**src/rtl/cpu_pkg.sv**
```systemverilog
// Shared CPU definitions: ALU select codes common to the control unit, the alu
// and the pipelined datapath, plus the EX-stage control bundle.
package cpu_pkg;

  typedef enum logic [3:0] {
    ALU_ADD    = 4'd0,
    ALU_SUB    = 4'd1,
    ALU_AND    = 4'd2,
    ALU_OR     = 4'd3,
    ALU_XOR    = 4'd4,
    ALU_NOR    = 4'd5,
    ALU_SLT    = 4'd6,
    ALU_SLTU   = 4'd7,
    ALU_SLL    = 4'd8,
    ALU_SRL    = 4'd9,
    ALU_SRA    = 4'd10,
    ALU_PASS_B = 4'd11
  } alu_op_e;

  typedef struct packed {
    logic    rf_write;
    logic    mem_write;
    logic    mem_sel;
    alu_op_e alu_op;
  } ex_ctrl_t;

  localparam ex_ctrl_t EX_CTRL_NOP = '{
    rf_write:  1'b0,
    mem_write: 1'b0,
    mem_sel:   1'b0,
    alu_op:    ALU_ADD
  };

endpackage

```
**src/rtl/param_register_file.sv**
```systemverilog
// Parametrised register file: two asynchronous read ports, one synchronous write
// port, synchronous clear, and a dedicated tap on a single register.
module param_register_file #(
  parameter int DATA_W     = 16,
  parameter int REG_ADDR_W = 3,
  parameter int OUT_REG    = 7
) (
  input  logic                  clock,
  input  logic                  reset,
  input  logic                  wr_en,
  input  logic [REG_ADDR_W-1:0] wr_addr,
  input  logic [DATA_W-1:0]     wr_data,
  input  logic [REG_ADDR_W-1:0] rd_addr0,
  input  logic [REG_ADDR_W-1:0] rd_addr1,
  output logic [DATA_W-1:0]     rd_data0,
  output logic [DATA_W-1:0]     rd_data1,
  output logic [DATA_W-1:0]     tap_data
);

  localparam int NUM_REGS = 1 << REG_ADDR_W;

  logic [DATA_W-1:0] regs [NUM_REGS];

  // NOTE: this array is small and architecturally visible, so it is cleared on
  // reset entry by entry; the much larger data memory is deliberately left
  // unreset so it can map onto RAM.
  // NOTE: state is only ever updated with non-blocking assignments so every
  // reader samples the pre-edge value regardless of process ordering.
  always_ff @(posedge clock) begin
    if (reset) begin
      for (int i = 0; i < NUM_REGS; i++) begin
        regs[i] <= '0;
      end
    end else if (wr_en) begin
      regs[wr_addr] <= wr_data;
    end
  end

  assign rd_data0 = regs[rd_addr0];
  assign rd_data1 = regs[rd_addr1];
  assign tap_data = regs[REG_ADDR_W'(OUT_REG)];

endmodule

```
**src/rtl/pipelined_datapath.sv**
```systemverilog
// Two-stage (EX, WB) datapath: register file, operand mux, ALU, synchronous data
// memory and writeback, with EX/WB forwarding and a one-cycle load-use stall.
module pipelined_datapath
  import cpu_pkg::*;
#(
  parameter int DATA_W     = 16,
  parameter int REG_ADDR_W = 3,
  parameter int MEM_ADDR_W = 5,
  parameter int OUT_REG    = 7
) (
  input  logic                  clock,
  input  logic                  reset,
  input  logic                  in_valid,
  output logic                  in_ready,
  input  logic                  rf_write,
  input  logic [REG_ADDR_W-1:0] rs_addr,
  input  logic [REG_ADDR_W-1:0] rt_addr,
  input  logic [REG_ADDR_W-1:0] rd_addr,
  input  logic [DATA_W-1:0]     imm_data,
  input  logic [3:0]            alu_sel,
  input  logic                  imm_sel,
  input  logic                  mem_write,
  input  logic                  mem_sel,
  output logic                  out_valid,
  output logic                  zero_flag,
  output logic                  pos_flag,
  output logic [DATA_W-1:0]     out_reg_data
);

  localparam int MEM_DEPTH = 1 << MEM_ADDR_W;

  // EX stage
  logic                  ex_valid;
  ex_ctrl_t              ex_ctrl;
  logic [REG_ADDR_W-1:0] ex_rd;
  logic [DATA_W-1:0]     ex_in0;
  logic [DATA_W-1:0]     ex_in1;
  logic [DATA_W-1:0]     alu_out;
  logic [MEM_ADDR_W-1:0] mem_addr;

  // WB stage
  logic                  wb_valid;
  logic                  wb_rf_write;
  logic                  wb_mem_sel;
  logic [REG_ADDR_W-1:0] wb_rd;
  logic [DATA_W-1:0]     wb_alu;
  logic [DATA_W-1:0]     mem_rdata;
  logic [DATA_W-1:0]     wb_result;

  // Issue
  logic [DATA_W-1:0]     rf_rs;
  logic [DATA_W-1:0]     rf_rt;
  logic [DATA_W-1:0]     fwd_rs;
  logic [DATA_W-1:0]     fwd_rt;
  logic                  ex_fwd_en;
  logic                  wb_fwd_en;
  logic                  load_use;
  logic                  accept;

  logic [DATA_W-1:0]     mem [MEM_DEPTH];

  param_register_file #(
    .DATA_W    (DATA_W),
    .REG_ADDR_W(REG_ADDR_W),
    .OUT_REG   (OUT_REG)
  ) u_rf (
    .clock   (clock),
    .reset   (reset),
    .wr_en   (wb_valid & wb_rf_write),
    .wr_addr (wb_rd),
    .wr_data (wb_result),
    .rd_addr0(rs_addr),
    .rd_addr1(rt_addr),
    .rd_data0(rf_rs),
    .rd_data1(rf_rt),
    .tap_data(out_reg_data)
  );

  function automatic logic [DATA_W-1:0] pick_operand(
    input logic              ex_hit,
    input logic              wb_hit,
    input logic [DATA_W-1:0] ex_val,
    input logic [DATA_W-1:0] wb_val,
    input logic [DATA_W-1:0] rf_val
  );
    if (ex_hit)      return ex_val;
    else if (wb_hit) return wb_val;
    else             return rf_val;
  endfunction

  // A load in EX has no data yet, so it never forwards; load_use stalls instead.
  assign ex_fwd_en = ex_valid & ex_ctrl.rf_write & ~ex_ctrl.mem_sel;
  assign wb_fwd_en = wb_valid & wb_rf_write;

  assign fwd_rs = pick_operand(ex_fwd_en && (ex_rd == rs_addr),
                               wb_fwd_en && (wb_rd == rs_addr),
                               alu_out, wb_result, rf_rs);
  assign fwd_rt = pick_operand(ex_fwd_en && (ex_rd == rt_addr),
                               wb_fwd_en && (wb_rd == rt_addr),
                               alu_out, wb_result, rf_rt);

  assign load_use = in_valid & ex_valid & ex_ctrl.mem_sel &
                    ((ex_rd == rs_addr) | (~imm_sel & (ex_rd == rt_addr)));
  assign in_ready = ~reset & ~load_use;
  assign accept   = in_valid & in_ready;

  always_ff @(posedge clock) begin
    if (reset) begin
      ex_valid <= 1'b0;
      ex_ctrl  <= EX_CTRL_NOP;
    end else begin
      ex_valid <= accept;
      if (accept) begin
        ex_ctrl <= '{rf_write:  rf_write,
                     mem_write: mem_write,
                     mem_sel:   mem_sel,
                     alu_op:    alu_op_e'(alu_sel)};
      end
    end
  end

  // Operand payload is qualified by ex_valid, so it needs no reset.
  always_ff @(posedge clock) begin
    if (accept) begin
      ex_rd  <= rd_addr;
      ex_in0 <= fwd_rs;
      ex_in1 <= imm_sel ? imm_data : fwd_rt;
    end
  end

  // NOTE: every output of a combinational block gets a default first, so no
  // path through the case can leave it unassigned and infer a latch.
  always_comb begin
    alu_out = '0;
    case (ex_ctrl.alu_op)
      ALU_ADD:    alu_out = ex_in0 + ex_in1;
      ALU_SUB:    alu_out = ex_in0 - ex_in1;
      ALU_AND:    alu_out = ex_in0 & ex_in1;
      ALU_OR:     alu_out = ex_in0 | ex_in1;
      ALU_XOR:    alu_out = ex_in0 ^ ex_in1;
      ALU_NOR:    alu_out = ~(ex_in0 | ex_in1);
      ALU_SLT:    alu_out = DATA_W'($signed(ex_in0) < $signed(ex_in1));
      ALU_SLTU:   alu_out = DATA_W'(ex_in0 < ex_in1);
      ALU_SLL:    alu_out = ex_in0 << ex_in1;
      ALU_SRL:    alu_out = ex_in0 >> ex_in1;
      ALU_SRA:    alu_out = $signed(ex_in0) >>> ex_in1;
      ALU_PASS_B: alu_out = ex_in1;
      default:    alu_out = '0;
    endcase
  end

  assign mem_addr = alu_out[MEM_ADDR_W-1:0];

  // Write and read share the end-of-EX edge; a store in EX while reset is high is dropped.
  always_ff @(posedge clock) begin
    if (!reset && ex_valid && ex_ctrl.mem_write) begin
      mem[mem_addr] <= ex_in0;
    end
    mem_rdata <= mem[mem_addr];
  end

  always_ff @(posedge clock) begin
    if (reset) begin
      wb_valid    <= 1'b0;
      wb_rf_write <= 1'b0;
      wb_mem_sel  <= 1'b0;
      zero_flag   <= 1'b0;
      pos_flag    <= 1'b0;
    end else begin
      wb_valid <= ex_valid;
      if (ex_valid) begin
        wb_rf_write <= ex_ctrl.rf_write;
        wb_mem_sel  <= ex_ctrl.mem_sel;
        zero_flag   <= (alu_out == '0);
        pos_flag    <= ~alu_out[DATA_W-1];
      end
    end
  end

  always_ff @(posedge clock) begin
    if (ex_valid) begin
      wb_rd  <= ex_rd;
      wb_alu <= alu_out;
    end
  end

  assign wb_result = wb_mem_sel ? mem_rdata : wb_alu;
  assign out_valid = wb_valid & ~reset;

endmodule

```
**config.mk**
```make
export PLATFORM = sky130hd
export DESIGN_NAME = pipelined_datapath
export DESIGN_NICKNAME = d
export VERILOG_FILES = /design/src/rtl/cpu_pkg.sv /design/src/rtl/param_register_file.sv /design/src/rtl/pipelined_datapath.sv
export SDC_FILE = /design/constraint.sdc
export NUM_CORES = 1
export LEC_CHECK = 0
export CAP_MARGIN = 10
export CORE_MARGIN = 3
export CORE_UTILIZATION = 45
export DETAILED_ROUTE_END_ITERATION = 8
export GPL_TIMING_DRIVEN = 0
export PLACE_DENSITY = 0.58
export RECOVER_POWER = 100
export SLEW_MARGIN = 25
export SYNTH_ARGS = -nofsm -noshare
export SYNTH_HDL_FRONTEND = slang
export SYNTH_HIERARCHICAL = 1
export SYNTH_SLANG_ARGS = --single-unit
export TNS_END_PERCENT = 50
```
**constraint.sdc**
```tcl
create_clock -name clock -period 8.45 [get_ports clock]
set_input_delay 1.69 -clock clock [delete_from_list [all_inputs] [get_ports clock]]
set_output_delay 1.69 -clock clock [all_outputs]
set_load 0.05 [all_outputs]
```
==> qor.yml <==
finalMaxSlewViolations: 49
grt_pass1_vias: 25400
postSynthAreaPerCell_sq_um: 13.4
maxCapViolCount: 2
final_util_pct: 52.0
die-area_sq_um: 84300
crit_path_max_fanout: 14
synth_top_area_share_pct: 57.3
antenna_left: 0
setup_tns_ps: 0
grt_usage_pct: 30.1
synth_flop_cell: "edfxtp_1"
path_buf_inv: 8
drc: 0
firstDrtPassIters: 8
yosysTopAreaCell: "edfxtp_1"
crit_path_frequent_cell: "clkbuf_1"
worst_pin_slew_ps: 2230
yosys.cell_types.count: 99
hold_slack_ps: 480
nets: 3003
start_kind: "flop"
crit_path_max_incr_delay_ps: 810
hold_path_class: "flop to flop"
run_status: "complete, but fails checks"
syn-num-nets: 2799
numCtsBuffers: 78
synth_cells: 2712
finClkSkew_ps: 45.1
ys_top_cells_by_area: "edfxtp_1 57%, mux2i_1 5.5%, mux4_1 4.0%, a211oi_1 2.4%, a21oi_1 2.3%"
placed_area_sq_um: 39800
crit_path_cell_trace: "clkbuf_1 -> clkbuf_1 -> inv_1 -> ha_1 -> clkbuf_1 -> nor3_1 -> a2111o_1 -> a21oi_1 -> o21ai_0 -> a21oi_1 -> a211o_1 -> buf_4 -> buf_4 -> clkbuf_1 -> nand2_1 -> nor2_1 -> buf_6"
power_mw: 9.19
cp-end-kind: "flop"
finalWorstPathRequiredPeriod_ps: 7770
num_rows: 103
hold_buffers: 0
worst_ep_required_time_ps: 8780
violations: "capacitance limit, slew limit"
grt_overflow: 0
cts_resized: 0
synthTopCellsByCount: "694 x edfxtp_1, 200 x mux2i_1, 167 x a21oi_1, 148 x nor3_1, 135 x nand2_1"
initial_core_util_pct: 45.8
hold_violations: 0
core_area_sq_um: 79500
synth_seq_area_share_pct: 58.9
clk_latency_ps: 650
peakVddDrop_v: 0.000175
rsz0062_at_grt: "false"
gp_congestion: 0.961
hpwl_microns: 95300
synth_area_sq_um: 36400
cellPowerDensity_nw_per_um2: 222
drive_gt1_share_pct: 12.8
ys_warn_count: 6
synth.most_common_cell: "edfxtp_1"
wl_per_cell_microns: 32.2
htree_levels: 3
leakage_nw: 13.9
fin_area_sq_um: 41400
tritoncts: "done"
io_buffers: 54
vias: 25897
post_cts_buffers: 0
cts.sinks: 723
syn2layout_area_growth_pct: 13.7
relSlewSlack_pct: -48.5
path_class: "flop to flop"
fmax_ghz: 0.129
wirelength_microns: 130000
die_x_microns: 290
ctsRootBufferMaster: "clkbuf_16"
clk_pin_slew_ps: 60
clock_path_buffers: 3
synth_seq_cells: 723
grt_start_max_net_pins: 32
antenna_found_initial: 3
ios: 56
path_delay_family: "buffers and inverters"
die_h_microns: 290
async_flop_share_pct: 0
drt_iter0_markers: 3194
vias_per_cell: 6.43
cp_slowest_cell: "clkbuf_1"
crit_arrival_ps: 8100
setup_viol: 0
synth_edf_count: 694
post-route-period-util_pct: 91.9
grt_pass1_wl_microns: 185000
cell families (layout without fill, tap and decap cells):
| family | after synthesis | in the layout | synth area share, % |
|---|---|---|---|
| and+or+nand+nor | 649 | 649 | 9.49 |
| AOI/OAI and AO/OA | 622 | 622 | 12.0 |
| other | 0 | 1 | 0 |
| DFF | 723 | 723 | 58.9 |
| muxes | 350 | 350 | 13.4 |
| xor gates and xnor gates | 14 | 14 | 0.337 |
| buffers and inverters | 303 | 567 | 4.04 |
| adders and majority gates | 51 | 51 | 1.79 |
flip-flops by register name, indices dropped and copies added (netlist names), 3 cells and up:
| name | flops |
|---|---|
| wb_rd | 3 |
| ex_in1 | 16 |
| ex_rd | 3 |
| u_rf/regs | 128 |
| mem | 512 |
| ex_in0 | 16 |
| mem_rdata | 16 |
| wb_alu | 16 |
| ex_ctrl | 7 |
worst paths after layout:
check | start | to | slack [ps] | depth (start not counted)
setup reg to reg | ex_in0[3] | mem[3][6] | 680 | 17
setup / recovery | ex_in0[3] | mem[3][6] | 680 | 17
hold / removal | ex_ctrl[6] | ex_ctrl[6] | 480 | 2
hold reg to reg | ex_ctrl[6] | ex_ctrl[6] | 480 | 2
worst reg2reg max path, delay by kind of cell (launching register included):
family	cells	cell delay (ps)
AO/OA/AOI/OAI	5	1700
flip-flops	1	390
AND/OR/NAND/NOR	3	1500
adder cells (fa/ha/maj)	1	380
buffers and inverters	8	3510
cell type report:
type / count / area, sq um
sequential: 723 / 21400
clock inverter: 40 / 347
fill: 6703 / 38100
inverter: 98 / 372
antenna: 1 / 2.50
clock buffer: 100 / 2050
multi-input combinational: 1686 / 13600
timing repair buffer: 124 / 1160
buffer: 205 / 1060
tap: 1050 / 1310
per-layer routing:
layer  share of wire, %  global-route usage (%)
met1                 41                    41.2
met2                 47                    49.1
met3                7.6                    4.06
met4                5.0                    11.5
met5                  0                       0
layout by cell type (no fill, tap or decap), types with 13 or more instances in the layout:
cell type / netlist / final
nor2_1: 111 / 94
clkbuf_1: 104 / 187
nand2_1: 135 / 135
a22oi_1: 47 / 47
a21oi_1: 167 / 167
a211oi_2: 27 / 27
nor3_1: 148 / 150
and2_1: 112 / 112
edfxtp_1: 694 / 694
o211ai_1: 18 / 18
buf_2: 47 / 39
nand4_1: 26 / 26
buf_4: 17 / 17
inv_1: 68 / 73
o21bai_1: 13 / 13
a211oi_1: 115 / 115
buf_6: 21 / 21
clkinv_1: 20 / 38
mux4_1: 56 / 56
mux4_2: 31 / 31
dlygate4sd3_1: 0 / 25
clkbuf_16: 0 / 78
mux2i_1: 200 / 200
ha_1: 49 / 49
nor2_4: 0 / 16
dfxtp_1: 29 / 29
o21ai_0: 86 / 87
mux2_2: 59 / 58
nand3_1: 20 / 20
clkdlybuf4s50_1: 0 / 29
where the power goes:
| part | internal (mW) | switching [mW] |
|---|---|---|
| clock network | 1.80 | 1.43 |
| logic | 0.575 | 1.29 |
| registers | 4.03 | 0.0655 |
through the flow:
step	instances	setup slack [ps]
after floorplan	2712	3820
after global placement	3816	149
after detailed placement	3886	1390
after CTS	4026	1400
after global routing	4026	561
final	4027	683
Note: power is estimated with default switching activity, not from simulation.
